File: config.mk
export PLATFORM = sky130hd
export DESIGN_NAME = serial_ripple_subtractor
export DESIGN_NICKNAME = d
export VERILOG_FILES = /design/src/rtl/serial_ripple_subtractor_pkg.sv /design/src/rtl/serial_ripple_subtractor_full_subtractor.sv /design/src/rtl/serial_ripple_subtractor.sv
export SDC_FILE = /design/constraint.sdc
export NUM_CORES = 1
export LEC_CHECK = 0
export CORE_MARGIN = 10
export CORE_UTILIZATION = 44
export CTS_CLUSTER_DIAMETER = 120
export DETAILED_ROUTE_END_ITERATION = 8
export PLACE_DENSITY = 0.73
export SYNTH_ARGS = -nofsm -noshare
export SYNTH_HDL_FRONTEND = slang
export SYNTH_SLANG_ARGS = --single-unit
File: constraint.sdc
create_clock -name clk -period 1.2 [get_ports clk]
set_input_delay 0.24 -clock clk [delete_from_list [all_inputs] [get_ports clk]]
set_output_delay 0.24 -clock clk [all_outputs]
set_load 0.05 [all_outputs]
File: src/rtl/serial_ripple_subtractor_pkg.sv
// Shared types and constants for the bit-serial subtractor.
// Holds the FSM state encoding and the bit-counter width helper.
package serial_ripple_subtractor_pkg;

    typedef enum logic [1:0] {
        IDLE = 2'd0,
        RUN  = 2'd1,
        DONE = 2'd2
    } state_t;

    localparam int DEFAULT_WIDTH = 4;

    // Counter only needs to index bits 0..w-1.
    function automatic int cnt_width(input int w);
        return (w < 2) ? 1 : $clog2(w);
    endfunction

    localparam int DEFAULT_CNT_W = cnt_width(DEFAULT_WIDTH);

endpackage

File: src/rtl/serial_ripple_subtractor_full_subtractor.sv
// Single-bit combinational full subtractor: d = x - y - bi, bo = borrow out.
module full_subtractor (
    input  logic x,
    input  logic y,
    input  logic bi,
    output logic d,
    output logic bo
);

    assign d  = x ^ y ^ bi;
    assign bo = (~x & y) | (~(x ^ y) & bi);

endmodule

File: src/rtl/serial_ripple_subtractor.sv
// Bit-serial subtractor: diff = a - b - bin, one bit per clock, LSB first,
// through one full-subtractor stage with a registered borrow.
module serial_ripple_subtractor
    import serial_ripple_subtractor_pkg::*;
#(
    parameter int WIDTH = DEFAULT_WIDTH
) (
    input  logic             clk,
    input  logic             rst_n,
    input  logic             start,
    input  logic [WIDTH-1:0] a,
    input  logic [WIDTH-1:0] b,
    input  logic             bin,
    output logic             busy,
    output logic             done,
    output logic [WIDTH-1:0] diff,
    output logic             bout
);

    localparam int CNT_W = cnt_width(WIDTH);
    localparam logic [CNT_W-1:0] LAST_BIT = CNT_W'(WIDTH - 1);

    state_t           r_state;
    state_t           w_state_next;
    logic [WIDTH-1:0] r_a_sh;
    logic [WIDTH-1:0] r_b_sh;
    logic [WIDTH-1:0] r_res_sh;
    logic [WIDTH-1:0] r_diff;
    logic             r_borrow;
    logic             r_bout;
    logic [CNT_W-1:0] r_cnt;
    logic             w_d;
    logic             w_bo;
    logic             w_last;

    full_subtractor u_fs (
        .x  (r_a_sh[0]),
        .y  (r_b_sh[0]),
        .bi (r_borrow),
        .d  (w_d),
        .bo (w_bo)
    );

    assign w_last = (r_cnt == LAST_BIT);

    always_ff @(posedge clk or negedge rst_n) begin
        if (!rst_n) begin
            r_state <= IDLE;
        end else begin
            r_state <= w_state_next;
        end
    end

    always_comb begin
        w_state_next = r_state;
        case (r_state)
            IDLE:    if (start) w_state_next = RUN;
            RUN:     if (w_last) w_state_next = DONE;
            DONE:    w_state_next = IDLE;
            default: w_state_next = IDLE;
        endcase
    end

    always_ff @(posedge clk or negedge rst_n) begin
        if (!rst_n) begin
            r_a_sh   <= '0;
            r_b_sh   <= '0;
            r_res_sh <= '0;
            r_diff   <= '0;
            r_borrow <= 1'b0;
            r_bout   <= 1'b0;
            r_cnt    <= '0;
        end else begin
            if (r_state == IDLE && start) begin
                r_a_sh   <= a;
                r_b_sh   <= b;
                r_borrow <= bin;
                r_res_sh <= '0;
                r_cnt    <= '0;
            end else if (r_state == RUN) begin
                // Difference bits enter at the MSB so bit 0 ends at the LSB.
                r_res_sh <= {w_d, r_res_sh[WIDTH-1:1]};
                r_a_sh   <= r_a_sh >> 1;
                r_b_sh   <= r_b_sh >> 1;
                r_borrow <= w_bo;
                r_cnt    <= r_cnt + 1'b1;
                if (w_last) begin
                    r_diff <= {w_d, r_res_sh[WIDTH-1:1]};
                    r_bout <= w_bo;
                end
            end
        end
    end

    assign busy = (r_state == RUN);
    assign done = (r_state == DONE);
    assign diff = r_diff;
    assign bout = r_bout;

endmodule

* After elaboration in Yosys (flattened, before gate mapping)
Cells that the tools add are included.
Operators by class: $add $sub $neg 1, mux-type cells 13, bitwise operators 8, reduce and logical (&&, ||, !) cells 5, equality and inequality tests 5
Operators by type and width (count):
- $mux W4 | 6
- $mux W2 | 4
- $eq A2 B2 Y1 const B | 2
- $pmux W2 S2 | 1
- $not A1 Y1 | 3
- $reduce_and A3 Y1 | 1
- $add A2 B1 Y2 const B | 1
- $and A1 B1 Y1 | 2
- $eq A2 B1 Y1 const B | 1
- $logic_not A2 Y1 | 1
- $mux W1 | 2
- $ne A2 B1 Y1 const B | 1
- $ne A2 B2 Y1 const B | 1
- $reduce_and A2 Y1 | 1
- $reduce_bool A2 Y1 | 1
- $xor A1 B1 Y1 | 2
- $logic_and A1 B1 Y1 | 1
- $or A1 B1 Y1 | 1
Storage, ports and cells: input bits 12, output and inout bits 7, register bits 22

* Depth between registers and ports, before layout
Gate-level depths: netlist (run 1).
depth in word-level cells 6, gate-level depth with buffers 5

* Hierarchy
From an unflattened synthesis (run 1), not the netlist that was laid out.
Second synthesis, totals: cell total of the unflattened synthesis 78, area total of the unflattened synthesis 940.9 sq um
Modules (own cells, without submodules):
- serial_ripple_subtractor | sequential area each 525.5 sq um, times used 1, cells each 74, area an instance 909.6 sq um
- full_subtractor | sequential area each 0.0 sq um, times used 1, cells each 4, area an instance 31.3 sq um

* Worst setup path after synthesis (run 1)
Ideal clock, no wire load.
path type register to output, start point register r_state[1], end point output done, data arrival time 1.370 ns, buffers on the path 1, path slack -0.410 ns, cell stages (with the launch flop) 4, cells stage by stage dfrtp_1 -> buf_4 -> clkinv_1 -> nor2_1
Between the ends: longest elaborated chain between the ends 1
Ends and longest elaborated chain:
- start, declared | RTL line serial_ripple_subtractor.sv:23 | state_t r_state;
- start signal, assigned | RTL line serial_ripple_subtractor.sv:50 | r_state <= w_state_next;
- $eq A2 B2 Y1 | RTL line serial_ripple_subtractor.sv:96 | assign done = (r_state == DONE);
- end, declared | RTL line serial_ripple_subtractor.sv:15 | output logic done,
Every way passes these cells.

* Worst setup path in the final report (run 1)
Ends and elaborated chain as after synthesis.

==> results of run 1 <==
-- state kept, by name, summed over array words and instances, names as in the netlist --
name and flops:
r_borrow 1, r_cnt 2, r_b_sh 4, r_a_sh 4
bout 1, r_res_sh 3, r_state 2, diff 4
-- power by group through the flow --
stage               clock (mW)  combinational, mW  sequential, mW
floorplan                    0               1.06            1.48
global placement             0               2.11            1.30
detailed placement           0               2.16            1.32
CTS                      0.347               2.43            1.29
global route             0.393               2.92            1.36
finish                   0.349               2.73            1.32
-- per-layer routing --
layer  up-vias  GRT usage
met2        32      0.176
met5         -          0
met4         0     0.0838
met1       360      0.110
met3         6     0.0373
li1        365          -
-- area by class of cell --
class	count	area (um^2)
Tap cell	27	33.8
Timing Repair Buffer	36	409
Fill cell	123	492
Clock buffer	4	26.3
Multi-Input combinational cell	51	484
Inverter	6	30.0
Sequential cell	21	527
-- worst max-delay path, stage by stage, from the launching register on --
cell                       delay, ns
sky130_fd_sc_hd__dfrtp_1        0.46
sky130_fd_sc_hd__buf_6          0.14
sky130_fd_sc_hd__clkinv_4       0.05
sky130_fd_sc_hd__nor2_4         0.09
sky130_fd_sc_hd__buf_12         0.14
-- through the flow --
step | setup TNS, ns | worst slack, ns | instances | hold slack [ns] | power [mW]
after floorplan | -0.0505 | -0.0505 | 82 | -0.0556 | 2.54
after global placement | -3.05 | -0.217 | 135 | 0.480 | 3.41
after detailed placement | -3.70 | -0.287 | 135 | 0.495 | 3.48
after CTS | -0.771 | -0.199 | 143 | 0.276 | 4.07
after global routing | -1.71 | -0.260 | 145 | 0.259 | 4.67
final | -1.16 | -0.225 | 145 | 0.257 | 4.40
-- synth_stat cells --
cell type / count / area share
sky130_fd_sc_hd__o32ai_1: 3 / 0.028
sky130_fd_sc_hd__nor3_1: 5 / 0.027
sky130_fd_sc_hd__dfrtp_1: 21 / 0.56
sky130_fd_sc_hd__a211oi_2: 1 / 0.013
sky130_fd_sc_hd__a22o_1: 4 / 0.037
sky130_fd_sc_hd__inv_2: 1 / 0.0040
sky130_fd_sc_hd__o21bai_1: 1 / 0.0080
sky130_fd_sc_hd__o21ai_0: 3 / 0.016
sky130_fd_sc_hd__inv_1: 4 / 0.016
sky130_fd_sc_hd__buf_6: 2 / 0.024
sky130_fd_sc_hd__nand3b_2: 1 / 0.012
sky130_fd_sc_hd__fa_1: 1 / 0.021
sky130_fd_sc_hd__o221ai_1: 1 / 0.0093
sky130_fd_sc_hd__a21oi_2: 1 / 0.0093
sky130_fd_sc_hd__nand2_1: 6 / 0.024
sky130_fd_sc_hd__or2_1: 1 / 0.0067
sky130_fd_sc_hd__a21oi_1: 4 / 0.021
sky130_fd_sc_hd__nand2b_1: 2 / 0.013
sky130_fd_sc_hd__o22ai_1: 3 / 0.020
sky130_fd_sc_hd__ha_1: 1 / 0.013
sky130_fd_sc_hd__nor2_1: 7 / 0.028
sky130_fd_sc_hd__nor4b_1: 2 / 0.019
sky130_fd_sc_hd__mux2_2: 4 / 0.048
sky130_fd_sc_hd__clkinv_1: 1 / 0.0040
sky130_fd_sc_hd__buf_4: 2 / 0.016
-- how the worst max path moves through the flow --
stage,from,depth (start not counted),to
after floorplan,r_borrow,3,diff[3]
after global placement,start,4,r_b_sh[1]
after detailed placement,start,4,r_a_sh[2]
after CTS,r_state[1],3,busy
after global routing,r_state[1],4,done
final,r_state[1],4,done
-- kinds of logic after synthesis --
logic type,after synthesis,synth area share
adder cells (fa/ha/maj),2,0.0347
flip-flops,21,0.561
buffers and inverters,10,0.0641
AO/OA/AOI/OAI,21,0.163
AND/OR/NAND/NOR,24,0.130
multiplexers,4,0.0481
-- repair_timing --
action / in CTS / in global routing
resized for setup: 15 / 16
gates cloned: 0 / 0
setup buffers: 4 / 4
endpoints found under the setup margin: 15 / 21
endpoints found under the hold margin: 0 / 0
pin swaps: 4 / 7
-- cell usage in the layout, fill, tap and decap left out, drive strengths merged --
cell type,count
a211oi,1
a21oi,5
a22o,4
buf,25
clkbuf,4
clkdlybuf4s50,11
clkinv,1
dfrtp,21
fa,1
ha,1
inv,5
mux2,4
nand2,6
nand2b,2
nand3b,1
nor2,7
nor3,5
nor4b,2
o21ai,3
o21bai,1
o221ai,1
o22ai,3
o32ai,3
or2,1
==> impl_summary.log, run 1 <==
[metrics] number of routed nets with antenna violations: 0
[metrics] horizontal extent of the die: 66.2 um
[metrics] endpoint of the worst-slack reg-to-reg timing path: diff[3]
[metrics] clock-pin slew of the registers on the worst-case setup and hold paths: 0.12 ns
[metrics] Avg WL per Cell: 16.3 um
[metrics] number of setup violations in the final report: 14
[metrics] CTS Sinks: 21
[metrics] area of placed instances: 1290 um^2
[metrics] routed via count: 763
[metrics] overall die height: 66.2 um
[metrics] Critical Path Start Type: register
[metrics] switching share of power: 0.410
[metrics] leakage power of the design: 0.664 nW
[metrics] routed wire length: 2370 um
[metrics] total global routing overflow: 0
[metrics] number of antenna violations at the first check in global routing: 0
[metrics] area of the mapped netlist: 937 um^2
[metrics] cts bufs inserted: 3
[metrics] share of cells above drive strength 1: 0.475
[metrics] headroom to the max-slew limit: 0.806
[metrics] run status: finished, violations left
[metrics] number of core rows: 16
[metrics] worst setup margin: -0.225 ns
[metrics] clock tree from TritonCTS: built
[metrics] power density over cell area: 2920 nW/um^2
[metrics] gr usage total: 0.108
[metrics] register-to-register setup slack: -0.11 ns
[metrics] final hold violation count: 0
[metrics] maximum fanout along the worst path: 4
[metrics] Via density: 5.26
[metrics] Diodes inserted: 0
[metrics] switching power total: 1.80 mW
[metrics] path type of the worst setup path: reg -> out
[metrics] root buffer selected by CTS: sky130_fd_sc_hd__clkbuf_4
[metrics] setup repair after global routing missed its margin: true
[metrics] maximum capacitance violations: 0
[metrics] minimum clock period after layout: 1.43 ns
[metrics] Die Area: 4380 um^2
[metrics] cell internal power dissipation: 2.60 mW
[metrics] via count of the first global-routing pass: 818
[metrics] pin count of the biggest net entering global routing: 22
[metrics] layout-stage area growth over the synthesis result: 61.1%
[metrics] yosys synthesis warning count: 0
[metrics] Max rail drop VDD: 1.62 mV
[metrics] max-slew violation count: 0
[metrics] number of cells produced by synthesis: 82
[metrics] global-route wire length before repair: 3590 um
[metrics] # port buffers: 18
[metrics] met3 wire len: 160 um
[metrics] mean cell area of the mapped netlist: 11.4 um^2
[metrics] worst path arrival time: 1.19 ns
[metrics] synthesized netlist net count: 96
[metrics] violated checks: setup timing
[metrics] launch instance of the worst register-to-register path: r_borrow
[metrics] Layout Nets: 133
[metrics] register bit count reported by yosys: 21
[metrics] worst clock skew: 0.00522 ns
[metrics] Non-Filler Cell Area, Final: 1510 um^2
[metrics] Synth cell types: 25
[metrics] Core Region: 2000 um^2
[metrics] number of buffers between clock root and the deepest sink: 2
[metrics] share of the core filled with cells: 0.754
[metrics] top-level port count: 19
[metrics] detailed-placement wirelength estimate: 1490 um
[metrics] initial standard-cell utilization of the core: 0.468
[metrics] clock network power share: 0.079
[metrics] number of iterations in the first detailed-routing pass: 4
[metrics] worst-skew pair later-pin latency: 0.31 ns
[metrics] proportion of synthesized chip area in sequential cells: 0.561
[metrics] number of violations reported at the end of detailed-routing iteration 0: 18
[metrics] achievable frequency: 702 MHz
[metrics] pin slew with the least headroom to its limit: 0.290 ns
[metrics] uppermost layer routed: met4
[metrics] global placer's final weighted congestion: 0.811
[metrics] wire length on met1: 923 um
[metrics] required time of the critical path: 0.96 ns
[metrics] critical path endpoint category: output pin
[metrics] worst min-delay path category: in -> async
[metrics] fraction of power consumed by sequential logic: 0.300
[metrics] number of cell instances on the worst register-to-register path: 3
[metrics] final cycle utilization of the critical path: 1.19
[metrics] cts hold-fix bufs: 0
[metrics] drc violations: 0
[metrics] share of power burned in combinational logic: 0.620
[metrics] CTS HTree Levels: 1
[metrics] met2 wire length: 1220 um
Note: power is estimated with default switching activity, not from simulation.
==> run 2, diff against run 1 <==
CORE_UTILIZATION = 52   (was 44)
PLACE_DENSITY = 0.81   (was 0.73)
clock period = 1.75 ns   (was 1.2 ns; I/O delays follow)
==> impl_summary.log, run 2 (synthesis results as in run 1) <==
[metrics] Die Area: 3900 um^2 (was 4380 um^2)
[metrics] fin cells: 130 (was 145)
[metrics] Max rail drop VDD: 0.997 mV (was 1.62 mV)
[metrics] worst setup margin: 0.143 ns (was -0.225 ns)
[metrics] routed wire length: 1790 um (was 2370 um)
[metrics] number of cells upsized or downsized after cts: 0 (was 15)
[metrics] worst slack after detailed placement: 0.160 ns (was -0.287 ns)
[metrics] number of core rows: 15 (was 16)
[metrics] area of placed instances: 1160 um^2 (was 1290 um^2)
[metrics] root buffer selected by CTS: sky130_fd_sc_hd__clkbuf_4 (unchanged)
[metrics] horizontal extent of the die: 62.5 um (was 66.2 um)
[metrics] routed via count: 712 (was 763)
[metrics] post-route worst hold slack: 0.368 ns (was 0.257 ns)
[metrics] path type of the worst setup path: reg -> out (unchanged)
[metrics] detailed-placement wirelength estimate: 1400 um (was 1490 um)
[metrics] delay of the slowest critical-path stage: 0.51 ns (was 0.46 ns)
[metrics] final cycle utilization of the critical path: 0.918
[metrics] worst path arrival time: 1.26 ns (was 1.19 ns)
[metrics] drc violations: 0 (unchanged)
[metrics] worst min-delay path category: in -> async (unchanged)
[metrics] worst-skew pair later-pin latency: 0.31 ns (about the same)
[metrics] number of antenna violations at the first check in global routing: 0 (unchanged)
[metrics] Tot Pwr: 2.29 mW (was 4.40 mW)
[metrics] global placer's final weighted congestion: 0.824 (was 0.811)
[metrics] layout-stage area growth over the synthesis result: 26.3% (was 61.1%)
[metrics] Post-Route Setup TNS: 0 ns (was -1.16 ns)
[metrics] worst clock skew: 0.00339 ns (was 0.00522 ns)
[metrics] # port buffers: 18 (unchanged)
[metrics] max-slew violation count: 0 (unchanged)
[metrics] DP Cell Count: 126 (was 135)
[metrics] Setup Fix Bufs, Post-CTS: 0 (was 4)
[metrics] setup repair after global routing missed its margin: false (was true)
[metrics] pin slew with the least headroom to its limit: 0.334 ns (was 0.290 ns)
[metrics] cts hold-fix bufs: 0 (unchanged)
[metrics] Avg WL per Cell: 13.8 um (was 16.3 um)
[metrics] Core Region: 1730 um^2 (was 2000 um^2)
[metrics] clock tree from TritonCTS: built (unchanged)
[metrics] share of the core filled with cells: 0.686 (was 0.754)
[metrics] area taken by flip-flops and latches: 526 um^2 (was 527 um^2)
[metrics] pin count of the biggest net entering global routing: 22 (unchanged)
[metrics] minimum clock period after layout: 1.61 ns
[metrics] achievable frequency: 622 MHz
[metrics] CTS Sinks: 21 (unchanged)
[metrics] power density over cell area: 1940 nW/um^2 (was 2920 nW/um^2)
[metrics] clock-pin slew of the registers on the worst-case setup and hold paths: 0.12 ns (about the same)
[metrics] critical path endpoint category: output pin (unchanged)
[metrics] number of buffers between clock root and the deepest sink: 2 (unchanged)
[metrics] Via density: 5.48 (was 5.26)
[metrics] top-level port count: 19 (unchanged)
[metrics] number of routed nets with antenna violations: 0 (unchanged)
[metrics] final hold violation count: 0 (unchanged)
[metrics] global-route wire length before repair: 3090 um (was 3590 um)
[metrics] Non-Filler Cell Area, Final: 1180 um^2 (was 1510 um^2)
[metrics] number of iterations in the first detailed-routing pass: 4 (unchanged)
[metrics] headroom to the max-slew limit: 0.774 (was 0.806)
[metrics] maximum capacitance violations: 0 (unchanged)
[metrics] cts bufs inserted: 3 (unchanged)
[metrics] number of violations reported at the end of detailed-routing iteration 0: 17 (was 18)
[metrics] area of combinational cells with multiple inputs: 352 um^2 (was 484 um^2)
[metrics] Diodes inserted: 0 (unchanged)
[metrics] share of cells above drive strength 1: 0.229 (was 0.475)
[metrics] number of setup violations in the final report: 0 (was 14)
[metrics] maximum fanout along the worst path: 9 (was 4)
[metrics] initial standard-cell utilization of the core: 0.543 (was 0.468)
[metrics] slowest cell on the critical path: sky130_fd_sc_hd__dfrtp_1 (unchanged)
[metrics] Critical Path Start Type: register (unchanged)
[metrics] required time of the critical path: 1.40 ns (was 0.96 ns)
[metrics] fill count: 142 (was 123)
[metrics] most used cells in the layout excluding fill and tap cells: sky130_fd_sc_hd__dfrtp_1 (21), sky130_fd_sc_hd__clkdlybuf4s50_1 (11), sky130_fd_sc_hd__buf_4 (10), sky130_fd_sc_hd__nor2_1 (7), sky130_fd_sc_hd__nand2_1 (6) (was sky130_fd_sc_hd__dfrtp_1 (20), sky130_fd_sc_hd__buf_4 (14), sky130_fd_sc_hd__clkdlybuf4s50_1 (11), sky130_fd_sc_hd__buf_12 (8))
[metrics] total global routing overflow: 0 (unchanged)
[metrics] leakage power of the design: 0.533 nW (was 0.664 nW)
[metrics] most common cell after layout, fill and taps aside: sky130_fd_sc_hd__dfrtp_1 (unchanged)
[metrics] Layout Nets: 120 (was 133)
[metrics] CTS HTree Levels: 1 (unchanged)
[metrics] overall die height: 62.5 um (was 66.2 um)
[metrics] via count of the first global-routing pass: 681 (was 818)
[metrics] gr usage total: 0.0966 (was 0.108)
[metrics] run status: completed (was finished, violations left)
[metrics] cells along the critical path: nand2b_1 -> inv_2 -> buf_12 (was buf_6 -> clkinv_4 -> nor2_4 -> buf_12)
[run 2: worst max-delay path, delay by kind of cell, from the launching register on]
family / cells / cell delay (ns)
AND/OR/NAND/NOR: 1 / 0.13
flip-flops: 1 / 0.51
buffers and inverters: 2 / 0.30
[run 2: power by group]
part           internal (mW)  switching, mW
Clock                 0.0855          0.151
Sequential             0.711          0.161
Combinational          0.527          0.658
Total                   1.32          0.969
[run 2: metal layers]
layer	vias to the layer above	track usage	wire, um
met5	-	0	0
met4	0	0.0587	39
met3	5	0.0394	150
met2	26	0.150	851
met1	341	0.108	750
li1	340	-	-
[run 2: path summary, 6_finish.rpt]
check                      slack, ns  depth (start not counted)  startpoint         to
max                             0.14                          3  r_state[0]       busy
min                             0.37                          2       rst_n    diff[1]
max reg2reg                     0.44                          3   r_b_sh[0]    diff[3]
min reg2reg                     0.50                          2        bout       bout
max in group asynchronous       1.18                          2       rst_n  r_b_sh[3]
min in group clk                0.50                          2        bout       bout
[run 2: cell type report]
cell class	instances	area share
Clock buffer	3	0.0190
Clock inverter	1	0.00423
Multi-Input combinational cell	51	0.297
Timing Repair Buffer	23	0.190
Sequential cell	21	0.444
Inverter	6	0.0190
Tap cell	25	0.0264
==> run 3, diff against run 2 <==
HOLD_SLACK_MARGIN = 0.02   (was unset)
==> results of run 3 <==
No change in the layout: final DEF, timing and power equal those of run 2.
